**config.mk**
```make
export PLATFORM = sky130hd
export DESIGN_NAME = ddr_rd_ctrl
export DESIGN_NICKNAME = d
export VERILOG_FILES = /design/src/rtl/ddr_rd_ctrl.sv
export SDC_FILE = /design/constraint.sdc
export NUM_CORES = 1
export LEC_CHECK = 0
export BUFFER_PORTS_ARGS = -buffer_cell sky130_fd_sc_hd__buf_2
export CAP_MARGIN = 20
export CORE_AREA = 2 2 232 234
export CTS_BUF_LIST = sky130_fd_sc_hd__clkbuf_8
export DETAILED_ROUTE_END_ITERATION = 8
export DIE_AREA = 0 0 234 236
export PLACE_DENSITY = 0.54
export SLEW_MARGIN = 10
export SYNTH_ARGS = -nofsm -noshare
export SYNTH_HDL_FRONTEND = slang
export SYNTH_SLANG_ARGS = --single-unit
export TNS_END_PERCENT = 30
```
**constraint.sdc**
```tcl
create_clock -name ddr_clk -period 10.65 [get_ports ddr_clk]
set_input_delay 2.6625 -clock ddr_clk [delete_from_list [all_inputs] [get_ports ddr_clk]]
set_output_delay 2.6625 -clock ddr_clk [all_outputs]
set_load 0.005 [all_outputs]
```
**src/rtl/ddr_rd_ctrl.sv**
```systemverilog
// rtl/ddr_rd_ctrl.sv - DDR-side two-part line read sequencer onto an AXI-style read port
//
// Accepts one line request per handshake and reads part 0 then part 1, each split
// into bursts of at most MAX_BURST beats. Returned beats are registered and
// steered to the write-enable of the part currently being served.
//
// Ports:
//   ddr_clk, ddr_rstn        clock, asynchronous active-low reset
//   init_done                DDR calibrated; gates request acceptance
//   ddr_rreq / ddr_rrdy      line request level / one-cycle accept pulse
//   ddr_raddr, ddr_rd_len    start address and beat count of the selected part
//   ddr_rdone                one-cycle pulse at the end of each part
//   ddr_rdata, ddr_rdata_en1/en2   registered read beat and per-part valid
//   rd_opera_en_2            part select driving the upstream address/length mux
//   axi_ar*, axi_r*          AXI-style read address and read data channels
module ddr_rd_ctrl #(
    parameter int ADDR_WIDTH = 27,
    parameter int DQ_WIDTH   = 32,
    parameter int LEN_WIDTH  = 16,
    parameter int MAX_BURST  = 16,
    parameter int ADDR_STEP  = 8
) (
    input  logic                    ddr_clk,
    input  logic                    ddr_rstn,
    input  logic                    init_done,
    input  logic                    ddr_rreq,
    input  logic [ADDR_WIDTH-1:0]   ddr_raddr,
    input  logic [LEN_WIDTH-1:0]    ddr_rd_len,
    output logic                    ddr_rrdy,
    output logic                    ddr_rdone,
    output logic [8*DQ_WIDTH-1:0]   ddr_rdata,
    output logic                    ddr_rdata_en1,
    output logic                    ddr_rdata_en2,
    output logic                    rd_opera_en_2,
    output logic [ADDR_WIDTH-1:0]   axi_araddr,
    output logic [7:0]              axi_arlen,
    output logic                    axi_arvalid,
    input  logic                    axi_arready,
    input  logic [8*DQ_WIDTH-1:0]   axi_rdata,
    input  logic                    axi_rvalid,
    output logic                    axi_rready
);

    typedef enum logic [2:0] {IDLE, LOAD, ADDR, DATA, NEXT} state_t;

    state_t                 state;
    logic [ADDR_WIDTH-1:0]  cur_addr;
    logic [LEN_WIDTH-1:0]   remain;
    logic [LEN_WIDTH-1:0]   beats;
    logic [LEN_WIDTH-1:0]   cnt;

    logic [LEN_WIDTH-1:0]   rem_next;
    logic [ADDR_WIDTH-1:0]  addr_next;
    logic                   last_beat;

    function automatic logic [LEN_WIDTH-1:0] clip(input logic [LEN_WIDTH-1:0] n);
        return (n > LEN_WIDTH'(MAX_BURST)) ? LEN_WIDTH'(MAX_BURST) : n;
    endfunction

    // Values the part will have once the current burst's last beat lands.
    always_comb begin
        rem_next  = remain - beats;
        addr_next = cur_addr + ADDR_WIDTH'(beats) * ADDR_WIDTH'(ADDR_STEP);
        last_beat = axi_rvalid && (cnt == beats - LEN_WIDTH'(1));
    end

    always_ff @(posedge ddr_clk or negedge ddr_rstn) begin
        if (!ddr_rstn) begin
            state         <= IDLE;
            rd_opera_en_2 <= 1'b0;
            cur_addr      <= '0;
            remain        <= '0;
            beats         <= '0;
            cnt           <= '0;
            ddr_rrdy      <= 1'b0;
            ddr_rdone     <= 1'b0;
            ddr_rdata     <= '0;
            ddr_rdata_en1 <= 1'b0;
            ddr_rdata_en2 <= 1'b0;
            axi_araddr    <= '0;
            axi_arlen     <= '0;
            axi_arvalid   <= 1'b0;
            axi_rready    <= 1'b0;
        end else begin
            ddr_rrdy      <= 1'b0;
            ddr_rdone     <= 1'b0;
            ddr_rdata_en1 <= axi_rvalid & axi_rready & ~rd_opera_en_2;
            ddr_rdata_en2 <= axi_rvalid & axi_rready & rd_opera_en_2;
            if (axi_rvalid && axi_rready) begin
                ddr_rdata <= axi_rdata;
            end

            case (state)
                IDLE: begin
                    if (ddr_rreq && init_done) begin
                        ddr_rrdy      <= 1'b1;
                        rd_opera_en_2 <= 1'b0;
                        state         <= LOAD;
                    end
                end
                LOAD: begin
                    cur_addr <= ddr_raddr;
                    remain   <= ddr_rd_len;
                    if (ddr_rd_len == '0) begin
                        // rdone is raised on entry so it coincides with NEXT,
                        // while the part select still shows the finishing part.
                        ddr_rdone <= 1'b1;
                        state     <= NEXT;
                    end else begin
                        axi_arvalid <= 1'b1;
                        axi_araddr  <= ddr_raddr;
                        axi_arlen   <= 8'(clip(ddr_rd_len) - LEN_WIDTH'(1));
                        state       <= ADDR;
                    end
                end
                ADDR: begin
                    if (axi_arready) begin
                        axi_arvalid <= 1'b0;
                        beats       <= clip(remain);
                        cnt         <= '0;
                        axi_rready  <= 1'b1;
                        state       <= DATA;
                    end
                end
                DATA: begin
                    // Beat count, not rlast, closes the burst.
                    if (last_beat) begin
                        axi_rready <= 1'b0;
                        remain     <= rem_next;
                        cur_addr   <= addr_next;
                        if (rem_next != '0) begin
                            axi_arvalid <= 1'b1;
                            axi_araddr  <= addr_next;
                            axi_arlen   <= 8'(clip(rem_next) - LEN_WIDTH'(1));
                            state       <= ADDR;
                        end else begin
                            ddr_rdone <= 1'b1;
                            state     <= NEXT;
                        end
                    end else if (axi_rvalid) begin
                        cnt <= cnt + LEN_WIDTH'(1);
                    end
                end
                NEXT: begin
                    // Going back through LOAD gives the upstream mux a cycle to
                    // present part 1's address and length.
                    if (!rd_opera_en_2) begin
                        rd_opera_en_2 <= 1'b1;
                        state         <= LOAD;
                    end else begin
                        rd_opera_en_2 <= 1'b0;
                        state         <= IDLE;
                    end
                end
                default: state <= IDLE;
            endcase
        end
    end

endmodule

```
==> metrics.md <==
| Metric | Value |
|---|---|
| Status | `complete, no violations` |
| Vias in the first global route | `13700` |
| Synthesized area | `0.0172 sq mm` |
| R2r setup slk | `5.84 ns` |
| Relative slew margins | `36.7%` |
| Sum Neg Setup Slack | `0 ns` |
| Leading cell type in the layout, fill and taps excluded | `buf_2` |
| Die area | `0.0552 sq mm` |
| Flops & latches, synth | `376` |
| CP Data Arrival Time | `5.30 ns` |
| Avg Inst Size Synth | `12.6 sq um` |
| TritonCTS clock tree | `built` |
| Clock skew | `0.0360 ns` |
| Lkg Pwr | `10.7 nW` |
| Max cap viols | `0` |
| Cell count after synthesis | `1361` |
| CP Launch Point | `beats[4]` |
| Ys Warns | `0` |
| Via count | `13400` |
| Die Width | `234 um` |
| H-tree Lvls | `3` |
| DRC viols | `0` |
| Core area | `0.0531 sq mm` |
| Slew Limit Fails | `0` |
| Final worst path period share | `45.1%` |
| CP Capture Point | `axi_arlen[2]` |
| Wire per inst | `21.4 um` |
| I/O pin total | `603` |
| Final wirelength | `59.0 mm` |
| CTS max path bufs | `3` |
| Min cycle time layout | `4.81 ns` |
| Worst setup path class | `reg -> reg` |
| Die height | `236 um` |
| # fillers | `5104` |
| Layout cell share with drive strength beyond 1 | `52.1%` |
| Synth-to-Final Area Change | `30.9%` |
| RSZ-0062 raised after global routing | `no` |
| PortBufs | `602` |
| Grt ovf | `0` |
| Hold_buf cts | `0` |
| Post-Syn Nets | `1702` |
| Setup bufs post-CTS | `0` |
| Worst hold path class | `reg -> reg` |
| Endpoints failing setup | `0` |
| First-pass DRT Iterations | `4` |
| Power density over cell area | `251 mW/mm^2` |
| Worst-path clk slew | `0.06 ns` |
| CP Capture Type | `flop` |
| Final hold viol count | `0` |
| Clock sink count | `376` |
| CP Data Required Time | `11.15 ns` |
| Peak VDD IR | `0.104 mV` |
| Critical Path Fanout Max | `35` |
| Post-Layout Cell Count | `2754` |
| Resize count post-CTS | `0` |
| Antenna violations before repair | `19` |
| Peak Freq | `0.208 GHz` |
| Initial Utilization | `32.3%` |
| Post-synth ARST share | `100%` |
| Slew @ Worst Pin | `0.942 ns` |
| Sequential fraction of the synthesis area | `54.8%` |
| Post-synth EDFFs | `0` |
| FF-to-FF Start | `beats[4]` |
| Post-route ant nets | `0` |
| DP Area | `0.0209 sq mm` |
| Clock Latency Late Sink | `0.65 ns` |
| Vias per cell | `4.85` |
| Initial drt markers | `561` |
| Post-synthesis cell type count | `63` |
| # rows | `85` |
| Root buffer cell | `clkbuf_8` |
| Placer Congestion | `0.872` |
| Most frequent cells in the layout | `buf_2 (601), dfrtp_1 (376), mux2_2 (291), nand2_1 (95), clkbuf_8 (93)` |
| Crit Reg-Reg Endpoint | `axi_arlen[2]` |
| Predominant post-synthesis flop cell | `dfrtp_1` |
| Layout Utilization | `42.3%` |
| Fin nets | `2335` |
| HPWL after DPL | `45.7 mm` |
| Total GRT Usage | `20.8%` |
| Startpoint types | `flop` |
| Reg2reg path depth | `12` |
| Dpl cells | `2614` |
| CTS Buf Count | `72` |
| Finished Cell Area | `0.0225 sq mm` |
| First-pass GRT wire length | `85.4 mm` |
| Largest net degree at the start of global routing | `165` |
==> final cells by class <==
class	count	area, sq um	area share [%]
Tap cell	696	871	3.88
Sequential cell	376	9410	41.9
Multi-Input combinational cell	899	7430	33.1
Clock buffer	93	1280	5.70
Antenna cell	14	35.0	0.156
Timing Repair Buffer	614	3140	14.0
Inverter	31	116	0.518
Clock inverter	31	166	0.741
==> Yosys cell counts, types with 5 or more instances <==
| library cell | count | share of area (%) |
|---|---|---|
| dfrtp_1 | 376 | 55 |
| mux2_2 | 291 | 19 |
| nand2_1 | 96 | 2.1 |
| o21ai_0 | 63 | 1.8 |
| a21oi_1 | 50 | 1.5 |
| nor2_1 | 48 | 1.0 |
| clkbuf_1 | 45 | 0.98 |
| xnor2_1 | 37 | 1.9 |
| ha_1 | 34 | 2.5 |
| inv_1 | 31 | 0.68 |
| mux2_4 | 25 | 2.2 |
| nand3_1 | 22 | 0.64 |
| xor2_1 | 22 | 1.1 |
| nor3_1 | 16 | 0.47 |
| or3_1 | 14 | 0.51 |
| mux2i_1 | 12 | 0.70 |
| a21o_1 | 11 | 0.48 |
| and2_1 | 11 | 0.40 |
| and3_1 | 11 | 0.40 |
| nand4_1 | 11 | 0.40 |
| nor4_1 | 11 | 0.40 |
| a31oi_1 | 10 | 0.36 |
| nand2b_1 | 8 | 0.29 |
| o21a_1 | 8 | 0.35 |
| a211oi_1 | 7 | 0.31 |
| o211ai_1 | 7 | 0.31 |
| o31ai_1 | 7 | 0.31 |
| or2_2 | 7 | 0.26 |
| or4_1 | 6 | 0.26 |
| nor3b_1 | 5 | 0.22 |
==> routing by layer <==
metal / global-route usage, % / share of wire [%] / up-vias
met5: 0 / 0 / -
met4: 7.48 / 2.5 / 0
met3: 8.67 / 10 / 88
met2: 33.8 / 48 / 496
met1: 24.4 / 40 / 6608
li1: - / - / 6171
==> worst max-delay path, cell delays in order, from the launching register on <==
cell	delay, ns
dfrtp_1	0.55
inv_1	0.17
ha_1	0.42
o211ai_1	0.11
a21oi_1	0.50
o21ai_0	0.31
a211oi_1	0.32
nand4_1	0.15
nor4_1	0.74
a311oi_2	0.28
a21oi_4	0.18
buf_4	0.52
mux2_2	0.40
==> kinds of logic (layout without fill, tap and decap cells) <==
logic type                 count (synthesis)  in the layout  share of synthesized area, %
AOI/OAI and AO/OA                        193            193                          7.08
xor gates and xnor gates                  59             59                          3.01
adders and majority gates                 36             36                          2.71
buffers and inverters                     86            769                          2.04
DFF                                      376            376                          54.8
muxes                                    328            328                          22.0
other                                      0             14                             0
and+or+nand+nor                          283            283                          8.34
==> worst min path at each step <==
stage / start / end / slack, ns / depth (start not counted)
after global placement: axi_arlen[7] / axi_arlen[7] / 0.46 / 1
final: axi_arlen[7] / axi_arlen[7] / 0.49 / 1
after detailed placement: axi_arlen[7] / axi_arlen[7] / 0.47 / 1
after global routing: axi_arlen[7] / axi_arlen[7] / 0.50 / 1
after CTS: axi_arlen[7] / axi_arlen[7] / 0.49 / 1
after floorplan: rd_opera_en_2 / ddr_rdata_en1 / 0.48 / 1
==> stage by stage <==
step	hold WS, ns	setup slack (ns)	total power (W)
after global routing	0.502	5.63	0.00603
after CTS	0.488	5.95	0.00570
final	0.485	5.84	0.00564
after global placement	0.463	5.38	0.00420
after detailed placement	0.470	5.32	0.00424
after floorplan	0.476	5.85	0.00336
==> report_power, final <==
part | internal (W) | switching (W)
logic | 0.000997 | 0.00112
clock network | 0.000785 | 0.000641
registers | 0.00182 | 0.000269
total | 0.00360 | 0.00203
==> flip-flops by register name (all words and copies together) (netlist names), 3 cells and up <==
name and cells:
beats 16, axi_arlen 8, remain 16, cnt 16
state 3, axi_araddr 27, ddr_rdata 256, cur_addr 27
Power figures use the tool's default switching activity.
